==> config.mk <==
export PLATFORM = sky130hd
export DESIGN_NAME = layer_scheduler
export DESIGN_NICKNAME = d
export VERILOG_FILES = /design/src/rtl/layer_scheduler.sv
export SDC_FILE = /design/constraint.sdc
export NUM_CORES = 1
export LEC_CHECK = 0
export BUFFER_PORTS_ARGS = -buffer_cell sky130_fd_sc_hd__buf_4
export CAP_MARGIN = 30
export CELL_PAD_IN_SITES_DETAIL_PLACEMENT = 0
export CELL_PAD_IN_SITES_GLOBAL_PLACEMENT = 1
export CORE_MARGIN = 4
export CORE_UTILIZATION = 45
export DETAILED_ROUTE_END_ITERATION = 6
export PLACE_DENSITY_LB_ADDON = 0.1
export SKIP_CTS_REPAIR_TIMING = 1
export SYNTH_ARGS = -nofsm -noshare
export SYNTH_HDL_FRONTEND = slang
export SYNTH_SLANG_ARGS = --single-unit
==> constraint.sdc <==
create_clock -name clk -period 6.2 [get_ports clk]
set_input_delay 0.93 -clock clk [delete_from_list [all_inputs] [get_ports clk]]
set_output_delay 0.93 -clock clk [all_outputs]
set_load 0.01 [all_outputs]
==> src/rtl/layer_scheduler.sv <==
// Purpose: game-phase FSM, per-frame position shadows and per-pixel layer/ROM address generation.
// Latency: one pixel_tick from (h_cnt, v_cnt, valid) to layers/addresses, matching the 1-cycle ROMs.
// Backpressure: none; outputs advance only on pixel_tick and hold between ticks.
//
// Ports:
//   clk, rst                      clock, synchronous active-high reset
//   pixel_tick, valid, h_cnt/v_cnt VGA timing inputs
//   p1_x/p1_y/p2_x/p2_y           sprite top-left positions (latched at end of frame)
//   start_btn, p1_hit, p2_hit     one-cycle game-logic pulses
//   layers                        [3] title, [2] P1 sprite, [1] P2 sprite, [0] background
//   p1_addr, p2_addr, bg_addr     ROM read addresses
//   phase, score1, score2         game state
module layer_scheduler #(
  parameter int H_LAST      = 639,
  parameter int V_LAST      = 479,
  parameter int SPR_W       = 64,
  parameter int SPR_H       = 64,
  parameter int SPR_AW      = 12,
  parameter int BG_W        = 320,
  parameter int BG_AW       = 17,
  parameter int WIN_SCORE   = 3,
  parameter int HOLD_FRAMES = 120
) (
  input  logic              clk,
  input  logic              rst,
  input  logic              pixel_tick,
  input  logic              valid,
  input  logic [9:0]        h_cnt,
  input  logic [9:0]        v_cnt,
  input  logic [9:0]        p1_x,
  input  logic [9:0]        p1_y,
  input  logic [9:0]        p2_x,
  input  logic [9:0]        p2_y,
  input  logic              start_btn,
  input  logic              p1_hit,
  input  logic              p2_hit,
  output logic [3:0]        layers,
  output logic [SPR_AW-1:0] p1_addr,
  output logic [SPR_AW-1:0] p2_addr,
  output logic [BG_AW-1:0]  bg_addr,
  output logic [1:0]        phase,
  output logic [1:0]        score1,
  output logic [1:0]        score2
);

  typedef enum logic [1:0] {
    TITLE  = 2'd0,
    PLAY   = 2'd1,
    P1_WIN = 2'd2,
    P2_WIN = 2'd3
  } phase_t;

  localparam int HW = $clog2(HOLD_FRAMES + 1);
  localparam logic [HW-1:0] HOLD_LAST = HW'(HOLD_FRAMES - 1);
  localparam logic [1:0]    WIN2      = 2'(WIN_SCORE);
  localparam logic [10:0]   SPR_W11   = 11'(SPR_W);
  localparam logic [10:0]   SPR_H11   = 11'(SPR_H);

  phase_t          state, state_nxt;
  logic [1:0]      s1_nxt, s2_nxt, s1_inc, s2_inc;
  logic [HW-1:0]   hold_cnt, hold_nxt;
  logic [9:0]      sh_p1_x, sh_p1_y, sh_p2_x, sh_p2_y;
  logic            eof;

  assign eof   = pixel_tick && (h_cnt == 10'(H_LAST)) && (v_cnt == 10'(V_LAST));
  assign phase = state;

  // Saturating increments: a score never moves past WIN_SCORE.
  assign s1_inc = (score1 != WIN2) ? score1 + 2'd1 : score1;
  assign s2_inc = (score2 != WIN2) ? score2 + 2'd1 : score2;

  always_comb begin
    state_nxt = state;
    s1_nxt    = score1;
    s2_nxt    = score2;
    hold_nxt  = hold_cnt;
    case (state)
      TITLE: begin
        if (start_btn) begin
          state_nxt = PLAY;
          s1_nxt    = 2'd0;
          s2_nxt    = 2'd0;
        end
      end
      PLAY: begin
        if (p1_hit) s1_nxt = s1_inc;
        if (p2_hit) s2_nxt = s2_inc;
        // Decide on the updated scores so both final hits land and P1 takes the tie.
        if (s1_nxt == WIN2) begin
          state_nxt = P1_WIN;
          hold_nxt  = '0;
        end else if (s2_nxt == WIN2) begin
          state_nxt = P2_WIN;
          hold_nxt  = '0;
        end
      end
      default: begin
        if (eof) begin
          if (hold_cnt == HOLD_LAST) begin
            state_nxt = TITLE;
            hold_nxt  = '0;
          end else begin
            hold_nxt = hold_cnt + 1'b1;
          end
        end
      end
    endcase
  end

  always_ff @(posedge clk) begin
    if (rst) begin
      state    <= TITLE;
      score1   <= 2'd0;
      score2   <= 2'd0;
      hold_cnt <= '0;
    end else begin
      state    <= state_nxt;
      score1   <= s1_nxt;
      score2   <= s2_nxt;
      hold_cnt <= hold_nxt;
    end
  end

  // Positions are sampled once per frame so a mid-frame move cannot tear a sprite.
  always_ff @(posedge clk) begin
    if (rst) begin
      sh_p1_x <= '0;
      sh_p1_y <= '0;
      sh_p2_x <= '0;
      sh_p2_y <= '0;
    end else if (eof) begin
      sh_p1_x <= p1_x;
      sh_p1_y <= p1_y;
      sh_p2_x <= p2_x;
      sh_p2_y <= p2_y;
    end
  end

  // 11-bit differences: bit 10 is the borrow, so pixels left of/above the box never wrap in.
  logic [10:0]       dx1, dy1, dx2, dy2;
  logic              in1, in2;
  logic [SPR_AW-1:0] a1, a2;
  logic [BG_AW-1:0]  abg;

  assign dx1 = {1'b0, h_cnt} - {1'b0, sh_p1_x};
  assign dy1 = {1'b0, v_cnt} - {1'b0, sh_p1_y};
  assign dx2 = {1'b0, h_cnt} - {1'b0, sh_p2_x};
  assign dy2 = {1'b0, v_cnt} - {1'b0, sh_p2_y};

  assign in1 = !dx1[10] && (dx1 < SPR_W11) && !dy1[10] && (dy1 < SPR_H11);
  assign in2 = !dx2[10] && (dx2 < SPR_W11) && !dy2[10] && (dy2 < SPR_H11);

  // Operands are truncated before the multiply; modular arithmetic keeps the low bits exact.
  assign a1  = SPR_AW'(dy1) * SPR_AW'(SPR_W) + SPR_AW'(dx1);
  assign a2  = SPR_AW'(dy2) * SPR_AW'(SPR_W) + SPR_AW'(dx2);
  assign abg = BG_AW'(v_cnt[9:1]) * BG_AW'(BG_W) + BG_AW'(h_cnt[9:1]);

  always_ff @(posedge clk) begin
    if (rst) begin
      layers  <= 4'b0000;
      p1_addr <= '0;
      p2_addr <= '0;
      bg_addr <= '0;
    end else if (pixel_tick) begin
      if (!valid) begin
        layers  <= 4'b0000;
        p1_addr <= '0;
        p2_addr <= '0;
        bg_addr <= '0;
      end else begin
        layers[3] <= (state == TITLE);
        layers[2] <= in1 && ((state == PLAY) || (state == P1_WIN));
        layers[1] <= in2 && ((state == PLAY) || (state == P2_WIN));
        layers[0] <= 1'b1;
        p1_addr   <= in1 ? a1 : '0;
        p2_addr   <= in2 ? a2 : '0;
        bg_addr   <= abg;
      end
    end
  end

endmodule

# [Word-level counts from Yosys, hierarchy flattened]
# Index checks and enable logic that the tools add are counted.
# W data, S select, Z words.
[totals] reg_bits=98 elab_cells=90 inputBits=67 output_inout_bits=51
[classes] n_mux=26 mul=1 n_reduce_logical=24 eq_ne=12 n_lt_le_gt_ge=4 addsub=10 bitwise=1
[op_table] op="$mux W12" n=4
[op_table] op="$lt A11 B7 Y1 const B" n=4
[op_table] op="$sub A10 B10 Y11" n=4
[op_table] op="$mux W7" n=4
[op_table] op="$add A12 B11 Y12" n=2
[op_table] op="$mux W2" n=12
[op_table] op="$add A17 B9 Y17" n=1
[op_table] op="$mux W17" n=1
[op_table] op="$pmux W7 S2" n=1
[op_table] op="$pmux W2 S2" n=3
[op_table] op="$mul A9 B3 Y11 const B" n=1
[op_table] op="$eq A10 B10 Y1 const B" n=1
[op_table] op="$eq A10 B9 Y1 const B" n=1
[op_table] op="$logic_and A1 B1 Y1" n=10
[op_table] op="$eq A2 B2 Y1 const B" n=4
[op_table] op="$add A7 B1 Y7 const B" n=1
[op_table] op="$eq A7 B7 Y1 const B" n=1
[op_table] op="$ne A2 B2 Y1 const B" n=3
[op_table] op="$reduce_bool A3 Y1" n=2
[op_table] op="$add A2 B1 Y2 const B" n=2
[op_table] op="$logic_not A1 Y1" n=4
[op_table] op="$mux W4" n=1
[op_table] op="$reduce_and A4 Y1" n=1
[op_table] op="$reduce_bool A2 Y1" n=2
[op_table] op="7 further kinds" n=8

# [Longest topological paths before layout]
# Gate-level depths: netlist (run 1).
[depth] word_depth=8 mapped_depth=16 depth_no_buf=16

# [Least setup slack after synthesis (run 1)]
# No wires, ideal clock.
[synth_path] kind="input to register" startpoint="input port h_cnt[0]" endpoint="register layers[1]" path_buffers=1 path_slack_ns=2.485 t_arrival_ns=3.648 required_ns=6.133 cell_stages=12 setup_time_ns=0.067 path_cell_list="inv_1 -> ha_1 -> inv_1 -> fa_1 -> a211oi_2 -> nor2_1 -> or4_1 -> o311a_1 -> or4_1 -> or4_4 -> buf_6 -> o21ai_2"
[synth_via] elab_chain_cells=7 word_cells_on_any_way=8 cone_classes="1 x add/sub; 1 x order compare; 1 x mux; 5 x reduce/logical"
[synth_rtl] element="start: declaration" line_no="28" text="input logic [9:0] h_cnt,"
[synth_rtl] element="$sub A10 B10 Y11 (*)" line_no="147" text="assign dx2 = {1'b0, h_cnt} - {1'b0, sh_p2_x};"
[synth_rtl] element="$lt A11 B7 Y1 / $logic_not A1 Y1 (equally long branches)" line_no="151" text="assign in2 = !dx2[10] && (dx2 < SPR_W11) && !dy2[10] && (dy2 < SPR_H11);"
[synth_rtl] element="$logic_and A1 B1 Y1 (*) (3 in a row)" line_no="151"
[synth_rtl] element="$logic_and A1 B1 Y1 (*)" line_no="173" text="layers[1] <= in2 && ((state == PLAY) || (state == P2_WIN));"
[synth_rtl] element="$mux W4 (*)" line_no="165" text="if (!valid) begin"
[synth_rtl] element="end signal: assignment" line_no="173"
[synth_rtl] element="end: declaration" line_no="37" text="output logic [3:0] layers,"
# Every way passes the cells marked *; elsewhere a longest branch is shown, timed or not.
# A chain may end at the register's enable or synchronous reset.

# [Worst setup path after layout (run 1)]
[layout_path] startpoint="input port h_cnt[0]" endpoint="register p2_addr[11]"
[layout_via] elab_chain_cells=7 word_cells_on_any_way=9 cone_classes="2 x add/sub; 1 x order compare; 2 x mux; 4 x reduce/logical"
[layout_rtl] element="$sub A10 B10 Y11 (*)" line_no="147"
[layout_rtl] element="$lt A11 B7 Y1 / $logic_not A1 Y1 (equally long branches)" line_no="151"
[layout_rtl] element="$logic_and A1 B1 Y1 (3 in a row)" line_no="151"
[layout_rtl] element="$mux W12 (*)" line_no="176" text="p2_addr <= in2 ? a2 : '0;"
[layout_rtl] element="$mux W12 (*)" line_no="165"
[layout_rtl] element="end signal: assignment" line_no="176"
[layout_rtl] element="end: declaration" line_no="39" text="output logic [SPR_AW-1:0] p2_addr,"
# Marks and branches as above.

==> results of run 1 <==
[per-layer routing]
layer | routed length [µm] | global-route usage (%) | share of wire [%]
met1 | 8753 | 30.38 | 47
met2 | 8329 | 35.76 | 45
met3 | 1048 | 3.627 | 5.7
met4 | 409 | 7.350 | 2.2
met5 | 0 | 0 | 0
[kinds of logic (layout without fill, tap and decap cells)]
| logic type | Yosys count | in the layout | share of synthesized area, % |
|---|---|---|---|
| xor+xnor | 43 | 43 | 5.685 |
| flops | 98 | 98 | 29.61 |
| simple gates | 284 | 284 | 20.45 |
| mux | 5 | 5 | 0.7932 |
| fa+ha+maj | 79 | 79 | 15.83 |
| buf+inv | 99 | 207 | 5.741 |
| compound gates | 226 | 226 | 21.89 |
[how the worst min path moves through the flow]
stage	start	endpoint	slack [ns]
CTS	sh_p2_y[3]	sh_p2_y[3]	0.46
floorplan	sh_p1_x[1]	sh_p1_x[1]	0.43
finish	sh_p1_x[4]	sh_p1_x[4]	0.45
global placement	sh_p2_x[6]	sh_p2_x[6]	0.44
detailed placement	p2_addr[3]	p2_addr[3]	0.45
global route	sh_p1_x[1]	sh_p1_x[1]	0.46
[placed cells by master (no fill, tap or decap), types with 5 or more instances in the layout]
master     instances
buf_4            120
nand2_1          109
dfxtp_1           98
a21oi_1           93
ha_1              71
inv_1             69
nor2_1            65
o21ai_0           29
nor2b_1           26
xor2_1            24
xnor2_1           19
nand2b_1          16
a21o_1            14
o21a_1            14
nor3_1            14
a22o_1            14
nand4_1           10
o21ai_2           10
a211oi_1           9
clkbuf_16          9
nand3_1            8
fa_1               8
nor3b_1            6
a31oi_1            5
o211ai_1           5
[state kept, by name (all words and copies together) (netlist names)]
register and cells:
hold_cnt 7, sh_p2_x 10, phase 2, sh_p1_y 10
layers 4, sh_p1_x 10, sh_p2_y 10, p2_addr 12
score1 2, score2 2, bg_addr 17, p1_addr 12
[layout make-up]
type / instances / area, µm²
sequential: 98 / 1962
fill: 1380 / 6541
timing repair buffer: 122 / 913.4
clock inverter: 5 / 38.79
multi-input combinational: 637 / 4292
inverter: 69 / 259.0
tap: 184 / 230.2
clock buffer: 11 / 242.7
[power by group through the flow]
| stage | sequential [mW] | combinational [mW] | clock [mW] |
|---|---|---|---|
| floorplan | 0.686 | 0.307 | 0 |
| CTS | 0.668 | 0.478 | 0.557 |
| global route | 0.671 | 0.532 | 0.583 |
| global placement | 0.682 | 0.464 | 0 |
| detailed placement | 0.682 | 0.474 | 0 |
| finish | 0.668 | 0.476 | 0.544 |
[worst max-delay path: stages]
cell	delay (ns)
buf_4	0.14
inv_1	0.10
ha_1	0.18
inv_1	0.06
fa_1	0.44
a211oi_2	0.20
nor2_1	0.08
o31ai_1	0.40
a21oi_1	0.17
a211oi_1	0.29
ha_1	0.33
a21oi_1	0.22
o21bai_1	0.10
a21oi_1	0.19
xnor2_1	0.17
o21ai_2	0.09
==> results by stage, run 1 <==
Status:
- The flow ran to the end, and the final reports show no timing, DRC or antenna violations.

Global routing:
- The first global-routing pass estimated 29260 µm of wire.
- Global routing used 22.20% of the available tracks across all layers.
- The number of global-route vias before repair came to 5859.
- Entering global routing, the biggest net connects 73 pins.
- The number of antenna violations at the first check in global routing came to 0.
- The overall overflow remaining after global route is 0.

Setup path:
- For the worst setup path, the data arrival time is 4.08 ns.
- Following the worst setup path forward leads to its endpoint at p2_addr[11].
- The endpoint of the most critical register-to-register path is p2_addr[11].
- The reg-to-reg setup timing slack is 2.86 ns.
- The critical path in this run is classified as input port to flop.
- The critical path data required time is 6.44 ns.
- The number of cells on the worst reg-to-reg path is 14.
- The start of the worst register-to-register path is sh_p2_x[0].
- The beginning of the critical path is h_cnt[0].
- STA classifies the critical path startpoint as an input port.
- STA classifies the critical path endpoint as a flop.
- The largest driver fanout on the critical path is 3.

Clock tree:
- The clock tree synthesis step divided the H-tree into 3 levels.
- The number of sinks driven by the clock tree is 98.
- In this run, CTS created clock tree buffers numbering 9.
- The CTS tree is yes.
- The clock slew seen by the registers of the worst setup and hold paths is 0.07 ns.
- The longest clock path from root to sink contains 2 buffers.
- The latest clock arrival within the worst-skew pair is 0.35 ns.
- In this run the clock root is driven by a clkbuf_16.

Synth:
- The count of state elements after synthesis is 98.
- The average cell area after synthesis is 7.944 µm².
- The cell area after technology mapping is 0.006625 mm².
- The most instantiated library cell after synthesis is nand2_1.
- The count of different cell masters after synthesis is 60.
- Yosys attributes the largest share of cell area to dfxtp_1 (30%), ha_1 (13%), a21oi_1 (7.0%).
- The number of nets handed over by synthesis was 980.
- Sorting the synthesized cells by how often they occur yields nand2_1 (109), dfxtp_1 (98), a21oi_1 (93).
- The library cell with the largest summed area after synthesis is dfxtp_1.
- The sequential-to-total area share from yosys stat is 29.61%.
- For this run, the leading register cell type out of synthesis is dfxtp_1.
- The top cell type's share of synthesized area is 29.61%.
- The synthesis warning total is 0.
- The async set-reset flop share out of synthesis is 0%.
- The number of enable-type register cells in the synthesized netlist is 0.
- Synthesis produced a netlist whose cell count is 834.

STA:
- Setup repair after global routing left no endpoint under its margin.
- For the final routed database, the setup TNS stands at 0 ns.
- Between clock sinks in the finished design, the worst skew comes to 0.007842 ns.
- The number of hold violations in the final report is 0.
- The worst hold-check slack is 0.4537 ns.
- The total setup violations reported at the end of the flow is 0.
- At the pin with the least slew margin, the transition time is 0.7878 ns.
- The number of max-slew violations in the final report came to 0.
- For this run, the top clock speed supported by timing is 260.9 MHz.
- The final critical delay including setup and external delays is 3.833 ns.
- The worst pin sits at a relative slew slack of 47.48%.
- In the finished design, the share of the clock period the worst path needs comes to 61.82%.
- The worst path meets setup with 2.367 ns of slack.

Final layout:
- 0 antenna diodes ended up in the layout.
- The area growth from synthesis to layout is 19.81%.
- The post-layout utilization of the core is 54.82%.
- After routing the design area is 0.007938 mm².
- Cells with a size suffix above 1 make up 16.56% of the layout.
- The net count of the finished layout is 1083.
- Leaving out filler cells and counting taps, the final layout contains 1126.

Hold path:
- The worst hold path depth is 2.
- The worst min-delay path class is flop to flop.

Floorplanning:
- For this design the top-level I/O count stands at 118.
- The floorplan has 44 rows.
- The overall die area is 0.01673 mm².
- The core region area is 0.01448 mm².
- The initial utilization of the core area, before any placement, comes to 45.76%.
- The die is 129.3 µm tall.
- The die is 129.3 µm wide.

Detailed routing:
- In the routed design, unresolved DRC markers number 0.
- The routed via count is 6152.
- For this run, the detailed router's first-pass iteration total came to 5.
- The average wire per standard cell is 16.47 µm.
- The aggregate routed wire length is 18540 µm.
- The initial detailed-routing violation count is 435.
- The count of nets left with antenna violations after detail routing is 0.
- Dividing the detail-routed via count by the number of cells gives 5.464.

Power:
- The clock network is responsible for 32.2% of the overall power.
- Net switching is 32.54% of the power.
- The switching power total is 0.5494 mW.
- The internal power is 1.139 mW.
- Registers are responsible for 39.6% of the overall power.
- In this run the static leakage power is 3.232 nW.
- After layout, the design draws a total of 1.688 mW.
- For this design the ratio of total power to cell area is 212.7 mW/mm².
- Across the VDD grid, the largest voltage drop is 0.0001377 V.
- The part of the total power dissipated in combinational logic is 28.2%.

Placement:
- At the end of routability-driven placement, the weighted congestion stood at 0.9094.
- In this run, placement finished with an instance count of 1109.
- The HPWL after detailed placement is 14250 µm.
- The count of input and output buffers is 117.
- The worst setup timing slack at the placement stage is 2.032 ns.
- After detailed placement, the total cell area comes to 0.007649 mm².

Job:
- The tool flagged a number of max-cap violations equal to 0.
Note: power is estimated with default switching activity, not from simulation.
==> inputs of run 2 (changes only) <==
--- a/config.mk
+++ b/config.mk
@@ -10,7 +10,7 @@
 export CELL_PAD_IN_SITES_DETAIL_PLACEMENT = 0
 export CELL_PAD_IN_SITES_GLOBAL_PLACEMENT = 1
 export CORE_MARGIN = 4
-export CORE_UTILIZATION = 45
+export CORE_UTILIZATION = 42
 export DETAILED_ROUTE_END_ITERATION = 6
 export PLACE_DENSITY_LB_ADDON = 0.1
 export SKIP_CTS_REPAIR_TIMING = 1
==> constraint.sdc (replaced) <==
create_clock -name clk -period 3.65 [get_ports clk]
set_input_delay 0.5475 -clock clk [delete_from_list [all_inputs] [get_ports clk]]
set_output_delay 0.5475 -clock clk [all_outputs]
set_load 0.01 [all_outputs]
==> results by stage, run 2 (synthesized netlist as in run 1, its figures left out) <==
Final layout:
- The final-layout fill cell count came to 1548 (+12%).
- The top cell types in the final layout, fill and taps aside, are buf_4 (128), nand2_1 (109), dfxtp_1 (98), a21oi_1 (93), ha_1 (71).
- The count of inserted antenna diode cells is 0 (unchanged).
- The final net count is 1089 (+0.55%).
- Leaving out fill and tap cells, the most frequent cell in the layout is buf_4.
- The largest registers in the layout are bg_addr: 17 flops, p1_addr: 12 flops, p2_addr: 12 flops.
- The flip-flop count of the largest register, all copies and words added was 17 (unchanged).
- The register with the most flip-flops in the final layout is bg_addr.
- The fraction of layout cells with a size suffix above 1 was 17.09% (+0.53 points).
- From synthesis to final layout, the design area changed by 21.04%.

Placement:
- The routability congestion estimate from global placement is 0.8828 (-2.9%).
- The count of input and output buffers is 117 (unchanged).
- The HPWL after detailed placement is 14450 µm (+1.4%).

Setup path:
- The largest driver fanout on the critical path is 3 (unchanged).
- The arrival time reported for the critical path endpoint is 3.57 ns (-0.51 ns).
- The critical path data required time is 3.89 ns (-2.55 ns).
- The buffers plus inverters on the worst setup path is 3 (unchanged).
- The worst stage delay on the critical path was 0.42 ns (-0.02 ns).
- The worst setup path is launched from an input port.
- The slowest stage of the critical path belongs to the cell fa_1.
- The critical path goes through buf_4 -> inv_1 -> ha_1 -> inv_1 -> fa_1 -> a211oi_1 -> or2_2 -> nand2b_1 -> a31oi_1 -> xnor2_1 -> ha_1 -> a21oi_1 -> o21bai_1 -> a21oi_1 -> xnor2_1 -> xnor2_1 -> a22o_1.
- The critical path class is input port to flop.
- The kind of cell adding the most delay to the critical path is compound AO/OA/AOI/OAI gates.
- The kind of capture point of the worst setup path is a flop.
- The most repeated library cell on the critical path is xnor2_1.

Floorplanning:
- The chip height is 133.6 µm (+3.3%).
- The die width was 133.6 µm (+3.3%).
- The core region area was 0.01531 mm² (+5.8%).
- The initial core utilization came to 43.26% (-2.5 points).
- The overall die area is 0.01785 mm² (+6.7%).
- The number of cell rows is 45 (+2.3%).
- The I/O pin count is 118 (unchanged).

STA:
- The worst slew slack as a fraction of its limit is 49.16% (+1.7 points).
- The clock tree skew after final layout is 0.009233 ns (+0.001392 ns).
- The total setup violations reported at the end of the flow is 0 (unchanged).
- Derived from the worst setup path, the maximum achievable clock frequency is 300.1 MHz.
- The slew at the pin with the worst max-slew slack came to 0.7626 ns (-0.02516 ns).
- Of the available clock period, the critical path in the final layout requires 91.31%.
- The number of hold violations in the final report is 0 (unchanged).
- The number of max-slew violations in the final report is 0 (unchanged).
- The worst hold-check slack is 0.4480 ns (-0.005758 ns).
- Setup repair after global routing left no endpoint under its margin.
- The final critical delay including setup and external delays is 3.333 ns.

Clock tree:
- The number of clock buffers inserted by TritonCTS is 9 (unchanged).
- The latest clock arrival within the worst-skew pair is 0.35 ns (about the same).
- The clock slew seen by the registers of the worst setup and hold paths is 0.07 ns (about the same).
- The worst-case clock buffer depth came to 2 (unchanged).
- The root buffer cell chosen for the clock tree is clkbuf_16.
- The CTS tree is yes.
- The number of sinks driven by the clock tree is 98 (unchanged).
- The deepest level of the CTS H-tree was 3 (unchanged).

Detailed routing:
- The number of detailed-routing iterations run before antenna repair came to 5 (unchanged).
- The count of nets left with antenna violations after detail routing came to 0 (unchanged).
- The aggregate routed wire length was 18540 µm (about the same).
- The DRC violations left was 0 (unchanged).
- The average wire per standard cell was 16.00 µm (-2.9%).
- The detail-routed via count per cell was 5.314 (-2.7%).
- The initial detailed-routing violation count was 290 (-33%).
- The routed via count was 6159 (+0.11%).

Power:
- The total chip power is 2.868 mW (+70%).
- The maximum VDD drop came to 0.0002292 V (+66%).
- The standby leakage power was 3.262 nW (+0.91%).
- The power density over the cells came to 357.7 mW/mm² (+68%).

Global routing:
- The first-pass GRT wire length was 29540 µm (+0.96%).
- The combined global-route utilization of all metal layers was 20.67% (-1.5 points).
- The number of global-route vias before repair was 5852 (-0.12%).
- The overall overflow remaining after global route is 0 (unchanged).
- The number of antenna violations at the first check in global routing is 0 (unchanged).
- The maximum number of pins on one net before global-route repair is 71 (-2.7%).

Job:
- The number of max-cap violations is 0 (unchanged).

Hold path:
- The worst min-delay path class is input port to flop.

Status:
- The run finished with clean final reports.
-- run 2: per-stage QoR --
| stage | util [%] | setup TNS, ns | std cells | worst slack, ns | instance area [µm²] |
|---|---|---|---|---|---|
| 3_3_place_gp | 50.52 | 0 | 1143 | 0.08421 | 7737 |
| 4_1_cts | 52.36 | 0 | 1159 | 0.3379 | 8019 |
| 5_1_grt | 52.36 | 0 | 1159 | 0.01440 | 8019 |
| 6_report | 52.36 | 0 | 1159 | 0.3173 | 8019 |
| 2_1_floorplan | - | 0 | 834 | 0.3179 | 6625 |
| 3_5_place_dp | 50.52 | -0.009796 | 1143 | -0.009796 | 7737 |
-- run 2: worst paths after layout --
check / from / slack [ns] / cells past startpoint / to
setup reg to reg: sh_p1_x[0] / 0.37 / 15 / p1_addr[11]
hold reg to reg: sh_p1_x[1] / 0.45 / 2 / sh_p1_x[1]
hold / removal: p1_x[7] / 0.45 / 3 / sh_p1_x[7]
setup / recovery: h_cnt[0] / 0.32 / 17 / p1_addr[11]
-- run 2: where the power goes --
group          switching (mW)  internal, mW  total [mW]
registers              0.0330          1.10        1.14
logic                   0.467         0.356       0.823
clock network           0.424         0.485       0.909
-- run 2: final cells by class --
cell class	count	area (µm²)	share of cell area [%]
clock inverter	5	38.79	0.4837
tap	211	264.0	3.292
inverter	69	259.0	3.230
multi-input combinational	637	4292	53.52
timing repair buffer	128	960.9	11.98
clock buffer	11	242.7	3.027
sequential	98	1962	24.47
-- run 2: worst min-delay path, stage by stage --
cell and delay, ns:
buf_4 0.11, nand2_1 0.04, a21oi_1 0.05
-- run 2: layer usage --
| layer | GRT usage (%) | wire length [µm] |
|---|---|---|
| met1 | 27.91 | 8742 |
| met2 | 32.76 | 8279 |
| met3 | 4.003 | 1041 |
| met4 | 7.829 | 476 |
| met5 | 0 | 0 |
==> inputs of run 3 (changes only) <==
--- a/config.mk
+++ b/config.mk
@@ -12,7 +12,9 @@
 export CORE_MARGIN = 4
 export CORE_UTILIZATION = 42
 export DETAILED_ROUTE_END_ITERATION = 6
-export PLACE_DENSITY_LB_ADDON = 0.1
+export MAX_ROUTING_LAYER = met4
+export PLACE_DENSITY = 0.86
+export RECOVER_POWER = 50
 export SKIP_CTS_REPAIR_TIMING = 1
 export SYNTH_ARGS = -nofsm -noshare
 export SYNTH_HDL_FRONTEND = slang
==> results by stage, run 3 (synthesized netlist as in run 1, its figures left out) <==
Status:
- The flow ran to the end, but the final reports show violations.
- The final reports fail on capacitance limit, slew limit.

Setup path:
- The worst stage delay on the critical path is 0.62 ns (+0.20 ns).
- The reg-to-reg setup timing slack was 0.45 ns (+0.08 ns).
- The kind of capture point of the worst setup path is a flop.
- The arrival time reported for the critical path endpoint was 3.55 ns (-0.02 ns).
- By startpoint and endpoint, the worst setup path is classified as input port to flop.
- The buffers plus inverters on the worst setup path is 3 (unchanged).
- The largest driver fanout on the critical path was 13 (+10).
- The kind of start point of the critical path is an input port.
- The critical path's slowest cell is or4_4.
- The critical path goes through buf_4 -> inv_1 -> ha_1 -> inv_1 -> fa_1 -> a211oi_2 -> nor2_1 -> or4_1 -> o311a_1 -> or4_1 -> or4_4 -> o21ai_0.
- In this design, the largest share of critical-path delay is due to simple AND/OR/NAND/NOR gates.
- The critical path data required time was 3.93 ns (+0.04 ns).

Job:
- The number of max-cap violations came to 1 (+1).

Global routing:
- The most used routing layer is met2.
- The maximum number of pins on one net before global-route repair is 47 (-34%).
- The number of antenna violations at the first check in global routing came to 0 (unchanged).
- The global routing met3 resource utilization came to 5.438% (+1.4 points).
- The number of global-route vias before repair is 5772 (-1.4%).
- The global-route met2 utilization is 33.18% (+0.42 points).
- The overall overflow remaining after global route is 0 (unchanged).
- The combined global-route utilization of all metal layers is 20.73% (+0.065 points).
- The global routing usage on met1 is 25.64% (-2.3 points).
- The first-pass GRT wire length was 29010 µm (-1.8%).

Clock tree:
- The deepest level of the CTS H-tree is 3 (unchanged).
- The number of sinks driven by the clock tree is 98 (unchanged).
- The latest clock arrival within the worst-skew pair is 0.36 ns (about the same).
- The clock slew seen by the registers of the worst setup and hold paths is 0.07 ns (about the same).
- The root buffer cell chosen for the clock tree is clkbuf_16.
- The worst-case clock buffer depth was 2 (unchanged).
- The number of clock buffers inserted by TritonCTS is 9 (unchanged).
- TritonCTS built the clock tree.

Floorplanning:
- The initial core utilization is 43.26% (unchanged).
- The core region area is 0.01531 mm² (unchanged).
- The chip height is 133.6 µm (unchanged).
- The die width is 133.6 µm (unchanged).
- The overall die area came to 0.01785 mm² (unchanged).
- The number of cell rows is 45 (unchanged).
- The I/O pin count was 118 (unchanged).

Detailed routing:
- The average wire per standard cell is 15.44 µm (-3.5%).
- The aggregate routed wire length is 17900 µm (-3.5%).
- The routed via count was 6073 (-1.4%).
- The initial detailed-routing violation count came to 235 (-19%).
- The detail-routed via count per cell came to 5.240 (-1.4%).
- The DRC violations left is 0 (unchanged).
- The number of detailed-routing iterations run before antenna repair was 5 (unchanged).
- The count of nets left with antenna violations after detail routing was 0 (unchanged).

Placement:
- The HPWL after detailed placement was 14060 µm (-2.7%).
- The routability congestion estimate from global placement was 0.8926 (+1.1%).
- The number of placed cells counting well taps is 1143 (unchanged).
- The count of input and output buffers is 117 (unchanged).

Final layout:
- The register with the most flip-flops in the final layout is bg_addr.
- The final net count is 1089 (unchanged).
- Leaving out fill and tap cells, the most frequent cells in the layout are nand2_1 (109), dfxtp_1 (98), a21oi_1 (93), buf_4 (75), ha_1 (71).
- The flip-flop count of the largest register, all copies and words added is 17 (unchanged).
- The most common cell after layout, fill and taps aside is nand2_1.
- The fraction of layout cells with a size suffix above 1 is 11.60% (-5.5 points).
- The number of cells in the finished layout apart from fillers came to 1159 (unchanged).
- The largest registers in the layout are bg_addr: 17 flops, p1_addr: 12 flops, p2_addr: 12 flops.
- The area growth from synthesis to layout is 18.26%.
- The count of inserted antenna diode cells is 0 (unchanged).

Power:
- The switching power total was 0.9198 mW (-0.45%).
- The switching fraction of total power is 32.38% (+0.16 points).
- The proportion of power drawn by flip-flops and latches was 39.9% (+0.3 points).
- The part of the total power dissipated in combinational logic is 27.6% (-1.1 points).
- The internal power is 1.921 mW (-1.2%).
- The standby leakage power is 3.040 nW (-6.8%).
- The maximum VDD drop is 0.0002939 V (+28%).
- The clock network fraction of design power came to 32.5% (+0.8 points).
- The power density over the cells was 362.6 mW/mm² (+1.4%).

STA:
- The maximum achievable frequency is 305.6 MHz (+1.8%).
- The number of hold violations in the final report is 0 (unchanged).
- The number of max-slew violations in the final report is 47 (+47).
- The worst slew slack as a fraction of its limit is -37.94% (-87 points).
- The clock tree skew after final layout was 0.005757 ns (-0.003476 ns).
- The slew at the pin with the worst max-slew slack came to 2.069 ns (+1.306 ns).
- The final critical delay including setup and external delays is 3.273 ns (-0.06017 ns).
- Setup repair after global routing left no endpoint under its margin.
- The total setup violations reported at the end of the flow is 0 (unchanged).
- The portion of the clock cycle consumed by the worst path in the final layout is 89.66% (-1.6 points).
- The final sum of negative setup slack was 0 ns (unchanged).

Hold path:
- The worst min-delay path class is input port to flop.
-- run 3: cell count changes in the layout (fill, tap and decap cells not counted) --
cell and delta:
buf_12 +1, and2_0 +1, and2_1 -1, clkinvlp_4 +1, clkinv_4 -1, buf_4 -53, clkbuf_1 +52
-- run 3: power groups by stage --
stage	sequential (mW)	clock [mW]	combinational (mW)
6_report	1.13	0.923	0.784
5_1_grt	1.14	0.987	0.882
2_1_floorplan	1.16	0	0.522
3_5_place_dp	1.16	0	0.802
3_3_place_gp	1.16	0	0.793
4_1_cts	1.14	0.950	0.808
-- run 3: final cells by class --
type / instances / area [µm²]
clock buffer: 11 / 242.7
clock inverter: 5 / 37.54
fill: 1613 / 7480
inverter: 69 / 259.0
multi-input combinational: 637 / 4292
sequential: 98 / 1962
tap: 211 / 264.0
timing repair buffer: 128 / 778.2
-- run 3: metrics by stage --
step / utilization [%] / hold WS (ns) / worst slack [ns] / instance area [µm²] / power (mW)
floorplan: - / 0.4319 / 0.3179 / 6625 / 1.686
detailed placement: 50.60 / 0.4447 / 0.004071 / 7750 / 1.961
finish: 51.16 / 0.4373 / 0.3775 / 7835 / 2.841
global route: 51.16 / 0.4353 / 0.1738 / 7835 / 3.010
global placement: 50.60 / 0.4398 / 0.09607 / 7750 / 1.953
CTS: 52.43 / 0.4261 / 0.3765 / 8030 / 2.893
-- run 3: tightest hold or removal path: stages --
cell,delay (ns)
buf_4,0.11
nand2_1,0.04
a21oi_1,0.05
-- run 3: path summary, 6_finish.rpt --
check | startpoint | to | cells after the start
worst max-delay path | h_cnt[0] | p2_addr[3] | 12
worst min-delay path | p1_x[8] | sh_p1_x[8] | 3
worst max register to register | sh_p2_x[0] | p2_addr[3] | 10
worst min register to register | sh_p2_y[5] | sh_p2_y[5] | 2
-- run 3: per-layer routing --
metal,up-vias,share of wire (%)
met5,-,0
met4,0,2.1
met3,24,6.2
met2,142,46
met1,2778,45
li1,3129,-
